### config.mk
export PLATFORM = sky130hd
export DESIGN_NAME = usb_sie_line_monitor
export DESIGN_NICKNAME = d
export VERILOG_FILES = /design/src/rtl/usb_sie_pkg.sv /design/src/rtl/usb_sie_line_monitor.sv
export SDC_FILE = /design/constraint.sdc
export NUM_CORES = 1
export LEC_CHECK = 0
export ABC_AREA = 1
export BUFFER_PORTS_ARGS = -buffer_cell sky130_fd_sc_hd__buf_4
export CAP_MARGIN = 20
export CORE_MARGIN = 2
export CORE_UTILIZATION = 46
export CTS_BUF_LIST = sky130_fd_sc_hd__clkbuf_8
export DETAILED_ROUTE_END_ITERATION = 10
export PLACE_DENSITY = 0.63
export REMOVE_ABC_BUFFERS = 1
export SETUP_SLACK_MARGIN = 0.5
export SYNTH_ARGS = -nofsm -noshare
export SYNTH_HDL_FRONTEND = slang
export SYNTH_SLANG_ARGS = --single-unit
### constraint.sdc
create_clock -name clk -period 1.9 [get_ports clk]
set_input_delay 0.285 -clock clk [delete_from_list [all_inputs] [get_ports clk]]
set_output_delay 0.285 -clock clk [all_outputs]
set_load 0.01 [all_outputs]
### src/rtl/usb_sie_pkg.sv
// Shared encodings for the USB serial interface engine: line states, connect
// status values and the line-monitor FSM state codes.
package usb_sie_pkg;

  localparam logic [1:0] LS_SE0 = 2'b00;
  localparam logic [1:0] LS_FSJ = 2'b10;
  localparam logic [1:0] LS_LSJ = 2'b01;
  localparam logic [1:0] LS_SE1 = 2'b11;

  localparam logic [1:0] CONN_NONE = 2'd0;
  localparam logic [1:0] CONN_LS   = 2'd1;
  localparam logic [1:0] CONN_FS   = 2'd2;

  localparam logic [2:0] DISC      = 3'd0;
  localparam logic [2:0] CONN_QUAL = 3'd1;
  localparam logic [2:0] CONNECTED = 3'd2;
  localparam logic [2:0] SE0_QUAL  = 3'd3;
  localparam logic [2:0] RES_QUAL  = 3'd4;

endpackage

### src/rtl/usb_sie_line_monitor.sv
// Host-side USB line-state monitor: qualifies attach speed, long-SE0 disconnect
// and remote-wake resume, all counted in accepted line samples.
import usb_sie_pkg::*;

module usb_sie_line_monitor #(
  parameter int CNT_W              = 16,
  parameter int CONNECT_SAMPLES    = 121,
  parameter int DISCONNECT_SAMPLES = 121,
  parameter int RESUME_SAMPLES     = 8
) (
  input  logic       clk,
  input  logic       rst,
  input  logic [1:0] line_state,
  input  logic       line_state_we,
  input  logic       resume_det_en,
  output logic [1:0] connect_state,
  output logic       conn_event,
  output logic       resume_det,
  output logic       se0_active
);

  localparam logic [CNT_W-1:0] CONN_TH = CNT_W'(CONNECT_SAMPLES);
  localparam logic [CNT_W-1:0] DISC_TH = CNT_W'(DISCONNECT_SAMPLES);
  localparam logic [CNT_W-1:0] RES_TH  = CNT_W'(RESUME_SAMPLES);
  localparam logic [CNT_W-1:0] ONE     = CNT_W'(1);

  logic [2:0]       state, stateNext;
  logic [CNT_W-1:0] cnt, cntNext, cntInc;
  logic             spd, spdNext;
  logic [1:0]       connStateNext;
  logic             connEventNext, resumeDetNext, se0Next;
  logic [1:0]       curJ, curK;

  // spd=1 is full speed; J and K swap polarity with the attached speed.
  assign curJ   = spd ? LS_FSJ : LS_LSJ;
  assign curK   = spd ? LS_LSJ : LS_FSJ;
  assign cntInc = (cnt == '1) ? cnt : cnt + ONE;

  always_comb begin
    stateNext     = state;
    cntNext       = cnt;
    spdNext       = spd;
    connStateNext = connect_state;
    connEventNext = 1'b0;
    resumeDetNext = 1'b0;
    se0Next       = se0_active;
    // Leaving suspend aborts resume qualification even without a sample.
    if (state == RES_QUAL && !resume_det_en) begin
      stateNext = CONNECTED;
      cntNext   = '0;
    end else if (line_state_we) begin
      case (state)
        DISC: begin
          if (line_state == LS_FSJ || line_state == LS_LSJ) begin
            stateNext = CONN_QUAL;
            spdNext   = (line_state == LS_FSJ);
            cntNext   = ONE;
          end
        end
        CONN_QUAL: begin
          if (line_state == curJ) begin
            cntNext = cntInc;
            if (cntInc == CONN_TH) begin
              stateNext     = CONNECTED;
              connStateNext = spd ? CONN_FS : CONN_LS;
              connEventNext = 1'b1;
              cntNext       = '0;
            end
          end else if (line_state == curK) begin
            spdNext = ~spd;
            cntNext = ONE;
          end else begin
            stateNext = DISC;
            cntNext   = '0;
          end
        end
        CONNECTED: begin
          if (line_state == LS_SE0) begin
            stateNext = SE0_QUAL;
            cntNext   = ONE;
            se0Next   = 1'b1;
          end else if (line_state == curK && resume_det_en) begin
            stateNext = RES_QUAL;
            cntNext   = ONE;
          end else begin
            cntNext = '0;
          end
        end
        SE0_QUAL: begin
          if (line_state == LS_SE0) begin
            cntNext = cntInc;
            if (cntInc == DISC_TH) begin
              stateNext     = DISC;
              connStateNext = CONN_NONE;
              connEventNext = 1'b1;
              se0Next       = 1'b0;
              cntNext       = '0;
            end
          end else begin
            stateNext = CONNECTED;
            cntNext   = '0;
            se0Next   = 1'b0;
          end
        end
        RES_QUAL: begin
          if (line_state == curK) begin
            cntNext = cntInc;
            if (cntInc == RES_TH) begin
              stateNext     = CONNECTED;
              resumeDetNext = 1'b1;
              cntNext       = '0;
            end
          end else if (line_state == LS_SE0) begin
            stateNext = SE0_QUAL;
            cntNext   = ONE;
            se0Next   = 1'b1;
          end else begin
            stateNext = CONNECTED;
            cntNext   = '0;
          end
        end
        default: begin
          stateNext     = DISC;
          cntNext       = '0;
          connStateNext = CONN_NONE;
          se0Next       = 1'b0;
        end
      endcase
    end
  end

  always_ff @(posedge clk) begin
    if (rst) begin
      state         <= DISC;
      cnt           <= '0;
      spd           <= 1'b0;
      connect_state <= CONN_NONE;
      conn_event    <= 1'b0;
      resume_det    <= 1'b0;
      se0_active    <= 1'b0;
    end else begin
      state         <= stateNext;
      cnt           <= cntNext;
      spd           <= spdNext;
      connect_state <= connStateNext;
      conn_event    <= connEventNext;
      resume_det    <= resumeDetNext;
      se0_active    <= se0Next;
    end
  end

endmodule
==> results.ini, run 1 <==
[clock_tree]
root_buffer = clkbuf_8
insertion_delay_ps = 280
htreeDepth = 1
cts.sinks = 25
holdBufCountCts = 0
clockBufferDepth = 2
cts_buffers = 3
path_clk_slew_ps = 100
cts_tree = yes

[timing]
maxSlewViolCount = 0
fmax_mhz = 429
tightest_slew_ps = 730
rsz0062_at_grt = yes
relSlewSlack = 0.513
timing.final.crit_share = 1.23
hold_violations = 0
setup_viol = 24
postLayoutSetupSlackWorst_ps = -433
skew_ps = 11.7
period_needed_ps = 2330

[die]
row_count = 24
dieArea_sq_um = 4950
die_height_microns = 70.4
die_w_microns = 70.4
ioPinCount = 11
core_area_sq_um = 4290
initial_core_util = 0.472

[synth]
syn-cell-area_sq_um = 2030
synth-seq-area-share = 0.247
synth_cells = 322
synth_enable_flop_cells = 0
ys_seq_elements = 25
async_reset_ff_frac = 0
yosys_warnings = 0
syn_avg_cell_area_sq_um = 6.29
synth_cell_type_count = 34
synth-main-ff-cell = dfxtp_1

[drt]
wl_met2_microns = 3730
ant_nets = 0
drt_iter0_drc = 222
drt_wl_total_microns = 7650
wl_met3_microns = 443
drt-met1-wl_microns = 3090
vias = 2633
avgViaCountPerCell = 5.65
route.detailed.wl_per_inst_microns = 16.4
first_pass_iters = 7
drcViolationCount = 0
dr.max_layer_used = met4

[place]
port_buffers = 10
gp_congestion = 0.993
dpl.hpwl_microns = 4440
placed_cells = 442
dpl_cell_area_sq_um = 2640

[run_status]
violations = negative setup slack
status = finished, violations left

[job]
max_cap_viol_count = 0

[cells_and_area]
finalNonFillerCells = 466
final_layout_size_suffix_gt1_frac = 0.531
diodes = 0
fillers = 298
design_area_sq_um = 3370
fin_nets = 425
syn_to_final_growth_pct = 66.2

[worst_hold_path]
hold_path_class = in2reg
holdPathStages = 2
worstHoldEndpoint = connect_state[0]
worstHoldStart = rst

[setup_path]
crit_path_end_kind = register
rr_worst_depth = 15
crit_arrival_ps = 2500
criticalPathCategory = reg2reg
crit_required_ps = 2060
r2r_setup_slack_ps = -430
path_max_fanout = 5
r2r_end = cnt[2]
critical_path.startpoint_type = register
reg2reg_from = cnt[13]

[global_routing]
grt_usage = 0.274
grt_pass1_vias = 2321
grt_max_degree = 19
grt_pass1_wl_microns = 10900
antenna_found_initial = 0
grt_remaining_overflow = 0

[pwr]
leakage_nw = 1.44
power.total_mw = 1.66
power.density_nw_per_um2 = 494
ir_drop_v = 0.000384

kinds of logic after synthesis:
kind of cell	share of synthesized area
buf+inv	0.100
compound gates	0.100
fa+ha+maj	0.0247
simple gates	0.498
xor+xnor	0.0302
flops	0.247
layout by cell type (no fill, tap or decap), types with 13 or more instances in the layout:
cell and n:
nand2_2 17, nand2_1 60, buf_4 78, nand3_1 13, nand3_2 24, nor2_4 13, dfxtp_1 14, a21oi_1 16
nor2_1 21, inv_1 36, nor2_2 14
metal layers:
layer | up-vias | global-route usage
met5 | - | 0
met4 | 0 | 0.0812
met3 | 44 | 0.0390
met2 | 123 | 0.457
met1 | 1235 | 0.366
li1 | 1231 | -
report_power, final:
| part | internal (mW) | leakage (nW) | switching, mW |
|---|---|---|---|
| clock | 0.145 | 0.0269 | 0.181 |
| combinational | 0.311 | 1.20 | 0.447 |
| sequential | 0.551 | 0.208 | 0.0289 |
worst max path at each step:
stage,start,endpoint,cells after the start
6_report,cnt[13],cnt[2],15
5_1_grt,cnt[0],cnt[2],15
4_1_cts,cnt[1],state[0],19
3_5_place_dp,cnt[0],cnt[9],16
3_3_place_gp,cnt[0],cnt[13],17
2_1_floorplan,state[1],cnt[2],8
cell type report:
| cell class | count | area [sq um] | share of cell area |
|---|---|---|---|
| Multi-Input combinational cell | 251 | 1790 | 0.530 |
| Tap cell | 52 | 65.1 | 0.0193 |
| Clock inverter | 1 | 3.75 | 0.00111 |
| Sequential cell | 25 | 517 | 0.153 |
| Clock buffer | 3 | 41.3 | 0.0123 |
| Timing Repair Buffer | 91 | 776 | 0.230 |
| Inverter | 43 | 181 | 0.0538 |
through the flow:
stage / utilization / worst slack, ps / hold slack (ps) / TNS, ps
finish: 0.785 / -433 / 190 / -8050
global route: 0.785 / -486 / 189 / -9510
CTS: 0.687 / -189 / 188 / -3130
detailed placement: 0.615 / -344 / 435 / -5650
global placement: 0.615 / -311 / 430 / -5220
floorplan: - / -532 / 347 / -8130
worst max-delay path: stages (launching register included):
cell and delay, ps:
dfxtp_1 380, nand2_1 120, nor2_1 240, nand2_2 180
inv_4 160, nand2_8 90, buf_12 150, nand2_8 80
nand2_2 70, nor2_4 140, nand2_4 90, nand2_8 110
nand2_8 90, buf_12 130, o211ai_1 100, a21oi_1 100
timing repair:
| item | 4_1_cts | 5_1_grt |
|---|---|---|
| cloned | 2 | 0 |
| setup buffers | 6 | 12 |
| resized for setup | 53 | 79 |
| setup endpoints to repair | 25 | 25 |
| pin swaps | 26 | 34 |
cells in the mapped netlist, types with 5 or more instances:
library cell,count,share of area
nand2_1,75,0.14
a21oi_1,23,0.057
nand4_1,7,0.022
nand2_2,11,0.034
nor2_1,40,0.074
inv_1,39,0.072
nor3_1,7,0.017
nand2_4,5,0.028
nor2_2,5,0.015
dfxtp_1,25,0.25
nand3_1,30,0.074
nand3_2,10,0.049
registers in the layout, indices dropped and copies added, names as in the netlist:
name,flops
cnt,16
conn_event,1
connect_state,2
resume_det,1
se0_active,1
spd,1
state,3
Note: power is estimated with default switching activity, not from simulation.
==> run 2: changes to the inputs <==
REMOVE_ABC_BUFFERS = not set   (was 1)
==> results.ini, run 2 (same netlist as run 1, synthesis figures left out) <==
[run_status]
status = finished, violations left
violations = negative setup slack

[die]
row_count = 24
dieArea_sq_um = 4950
ioPinCount = 11
die_w_microns = 70.4
initial_core_util = 0.472
core_area_sq_um = 4290
die_height_microns = 70.4

[cells_and_area]
largest_register_ffs = 16
final_common_cell = buf_4
final_layout_size_suffix_gt1_frac = 0.483
reg_top3 = cnt (16), state (3), connect_state (2)
syn_to_final_growth_pct = 55.3
finish.utilization = 0.733
layout_common_cells = 85 x buf_4, 69 x nand2_1, 33 x inv_1
diodes = 0
max_flop_register = cnt
fin_nets = 423

[place]
dpl.hpwl_microns = 4680
port_buffers = 10
pre_cts_ws_ps = -281
gp_congestion = 0.942

[clock_tree]
cts_tree = yes
path_clk_slew_ps = 100
holdBufCountCts = 0
root_buffer = clkbuf_8
cts_buffers = 3
htreeDepth = 1
cts.sinks = 25
clockBufferDepth = 2
insertion_delay_ps = 280

[setup_path]
rr_worst_depth = 16
crit_arrival_ps = 2360
crit_path_start = cnt[1]
criticalPathCategory = reg2reg
crit_required_ps = 2120
worst_path_max_delay_cell = dfxtp_4
reg2reg_from = cnt[1]
path_max_fanout = 8
cpPeakStageDelay_ps = 370
crit_chain = ha_4 -> inv_2 -> nor2_4 -> nand2_4 -> inv_4 -> nand2_8 -> buf_8 -> nand3_4 -> nor2_4 -> nand2_2 -> nor2_4 -> nand2_4 -> nand2_2 -> nand2_2 -> or2_1 -> a21oi_2
r2r_setup_slack_ps = -240
crit_path_end_kind = register
r2r_end = connect_state[0]
critical_path.startpoint_type = register
critPathCapture = connect_state[0]

[drt]
drt_iter0_drc = 119
vias = 2437
drcViolationCount = 0
route.detailed.wl_per_inst_microns = 13.6
drt_wl_total_microns = 6310
avgViaCountPerCell = 5.25
ant_nets = 0
first_pass_iters = 5

[pwr]
power.density_nw_per_um2 = 528
power.total_mw = 1.66
leakage_nw = 1.36
ir_drop_v = 0.000464

[timing]
maxSlewViolCount = 0
period_needed_ps = 2140
tns_ps = -4510
hold_violations = 0
rsz0062_at_grt = yes
relSlewSlack = 0.593
postLayoutSetupSlackWorst_ps = -240
skew_ps = 8.82
setup_viol = 23
timing.final.crit_share = 1.13
fmax_mhz = 467
tightest_slew_ps = 609

[global_routing]
grt_pass1_wl_microns = 10400
grt_remaining_overflow = 0
grt_usage = 0.263
grt_pass1_vias = 2282
grt_max_degree = 19
antenna_found_initial = 0

[job]
max_cap_viol_count = 0

[synth]
synthesis.nets = 332

[worst_hold_path]
hold_path_class = in2reg

==> run 2: cell count changes in the layout (fill, tap and decap cells not counted), moves of 5 or more <==
cell and change:
nand3_1 +7, nand2_1 +9, inv_2 +5, nand2_8 -5
nand3_2 -9, nand2_4 -5, nor2_1 +6, buf_6 -6
buf_4 +7
==> run 2: what timing repair did <==
item,CTS,global route
setup endpoints to repair,25,25
gates resized for setup,43,37
setup buffers,11,4
pin swaps,19,21
==> run 2: per-stage QoR <==
stage / cells / instance area, sq um / hold WS (ps)
floorplan: 322 / 2080 / 347
global placement: 445 / 2720 / 439
detailed placement: 445 / 2720 / 447
CTS: 460 / 2990 / 192
global route: 464 / 3150 / 199
finish: 464 / 3150 / 201
==> run 2: routing by layer <==
layer / share of wire / up-vias / track usage
met4: 0.023 / 0 / 0.0726
met3: 0.044 / 17 / 0.0332
met2: 0.52 / 69 / 0.480
met1: 0.42 / 1126 / 0.320
met5: 0 / - / 0
li1: - / 1225 / -
==> run 2: where the power goes <==
group | internal, mW | switching (mW)
registers | 0.554 | 0.0302
logic | 0.319 | 0.428
clock network | 0.145 | 0.185
==> run 2: how the worst min path moves through the flow <==
stage | startpoint | end | slack, ps | cells past startpoint
after floorplan | rst | connect_state[0] | 350 | 1
after global placement | se0_active | se0_active | 440 | 2
after detailed placement | se0_active | se0_active | 450 | 2
after CTS | rst | connect_state[0] | 190 | 2
after global routing | rst | connect_state[0] | 200 | 2
final | rst | connect_state[0] | 200 | 2
==> run 2: cell type report <==
class / count / area (sq um)
Fill cell: 342 / 1150
Timing Repair Buffer: 91 / 736
Clock buffer: 3 / 41.3
Clock inverter: 1 / 3.75
Tap cell: 52 / 65.1
Sequential cell: 25 / 520
Inverter: 43 / 169
Multi-Input combinational cell: 249 / 1610
==> run 2: worst max-delay path: cells and delay by family (launching register included) <==
kind            cells  cell delay [ps]
compound gates      1              120
simple gates       11             1150
fa+ha+maj           1              160
buf+inv             3              260
flops               1              370
==> run 3: changes to the inputs <==
ABC_CLOCK_PERIOD_IN_PS = 1900   (was not set)
RECOVER_POWER = 25   (was not set)
==> results.ini, run 3 (same netlist as run 1, synthesis figures left out) <==
[run_status]
status = finished, violations left
violations = negative setup slack

[timing]
postLayoutSetupSlackWorst_ps = -240
rsz0062_at_grt = yes
period_needed_ps = 2140
timing.final.crit_share = 1.13
fmax_mhz = 467
maxSlewViolCount = 0
setup_viol = 23
hold_violations = 0
relSlewSlack = 0.593
skew_ps = 9.02
tns_ps = -4530
tightest_slew_ps = 609

[global_routing]
antenna_found_initial = 0
grt_max_degree = 19
grt_remaining_overflow = 0
grt_pass1_wl_microns = 10400
grt_pass1_vias = 2282
grt_usage = 0.263

[place]
gp_congestion = 0.942
dpl_cell_area_sq_um = 2720
dpl.hpwl_microns = 4680
port_buffers = 10
pre_cts_ws_ps = -281

[cells_and_area]
fin_nets = 423
final_layout_size_suffix_gt1_frac = 0.481
regArea_sq_um = 520
largest_register_ffs = 16
finish.utilization = 0.732
final_common_cell = buf_4
max_flop_register = cnt
syn_to_final_growth_pct = 55.1
diodes = 0
design_area_sq_um = 3140
layout_common_cells = 84 x buf_4, 69 x nand2_1, 33 x inv_1
multi_input_area_sq_um = 1610
fillers = 343
reg_top3 = cnt (16), state (3), connect_state (2)

[clock_tree]
holdBufCountCts = 0
htreeDepth = 1
insertion_delay_ps = 280
cts_buffers = 3
cts_tree = yes
root_buffer = clkbuf_8
clockBufferDepth = 2
cts.sinks = 25
path_clk_slew_ps = 100

[die]
row_count = 24
core_area_sq_um = 4290
initial_core_util = 0.472
die_height_microns = 70.4
die_w_microns = 70.4
ioPinCount = 11
dieArea_sq_um = 4950

[drt]
drt_wl_total_microns = 6310
drt_iter0_drc = 119
first_pass_iters = 5
avgViaCountPerCell = 5.25
drcViolationCount = 0
ant_nets = 0
vias = 2436
route.detailed.wl_per_inst_microns = 13.6

[pwr]
power.density_nw_per_um2 = 528
leakage_nw = 1.35
ir_drop_v = 0.000464

[setup_path]
path_buf_inv = 3
cpPeakStageDelay_ps = 370
crit_chain = ha_4 -> inv_2 -> nor2_4 -> nand2_4 -> inv_4 -> nand2_8 -> buf_8 -> nand3_4 -> nor2_4 -> nand2_2 -> nor2_4 -> nand2_4 -> nand2_2 -> nand2_2 -> or2_1 -> a21oi_2
crit_required_ps = 2120
cp_top_family = simple AND/OR/NAND/NOR gates
worst_path_max_delay_cell = dfxtp_4
critical_path.startpoint_type = register
path_depth = 16
path_max_fanout = 8
crit_arrival_ps = 2360
crit_path_end_kind = register
criticalPathCategory = reg2reg
rr_worst_depth = 16

[job]
max_cap_viol_count = 0

[worst_hold_path]
holdPathStages = 2
hold_path_class = in2reg

[synth]
synthesis.nets = 332

run 3: changes by cell type in the layout (fill, tap and decap cells not counted), sizes merged:
cell,delta
buf,-1
clkbuf,+1
run 3: stage by stage:
stage,std cells,hold slack [ps],total power [mW]
finish,464,200,1.66
global route,464,199,1.76
CTS,460,192,1.59
detailed placement,445,447,1.19
global placement,445,439,1.19
floorplan,322,347,0.942
run 3: cell type report:
cell class	instances	area share
Inverter	43	0.0537
Timing Repair Buffer	91	0.233
Clock buffer	3	0.0131
Sequential cell	25	0.166
Clock inverter	1	0.00119
Multi-Input combinational cell	249	0.513
Tap cell	52	0.0207
run 3: final timing paths:
check / start / endpoint / slack (ps)
setup / recovery: cnt[1] / connect_state[0] / -240
hold / removal: rst / connect_state[0] / 200
setup reg to reg: cnt[1] / connect_state[0] / -240
hold reg to reg: se0_active / se0_active / 470
run 3: metal layers:
layer	part of all wire	track usage	wire [microns]	vias up
met5	0	0	0	-
met4	0.023	0.0726	144	0
met3	0.042	0.0332	267	17
met2	0.52	0.480	3260	68
met1	0.42	0.320	2640	1126
li1	-	-	-	1225
run 3: where the power goes:
group          internal [mW]  total (mW)  switching [mW]
sequential             0.554       0.584          0.0302
clock                  0.145       0.331           0.186
combinational          0.319       0.747           0.428
total                   1.02        1.66           0.644
run 3: what timing repair did:
item                       4_1_cts  5_1_grt
buffers inserted                11        4
cloned                           0        0
pin swaps                       19       21
setup endpoints to repair       25       25
gates resized for setup         43       37
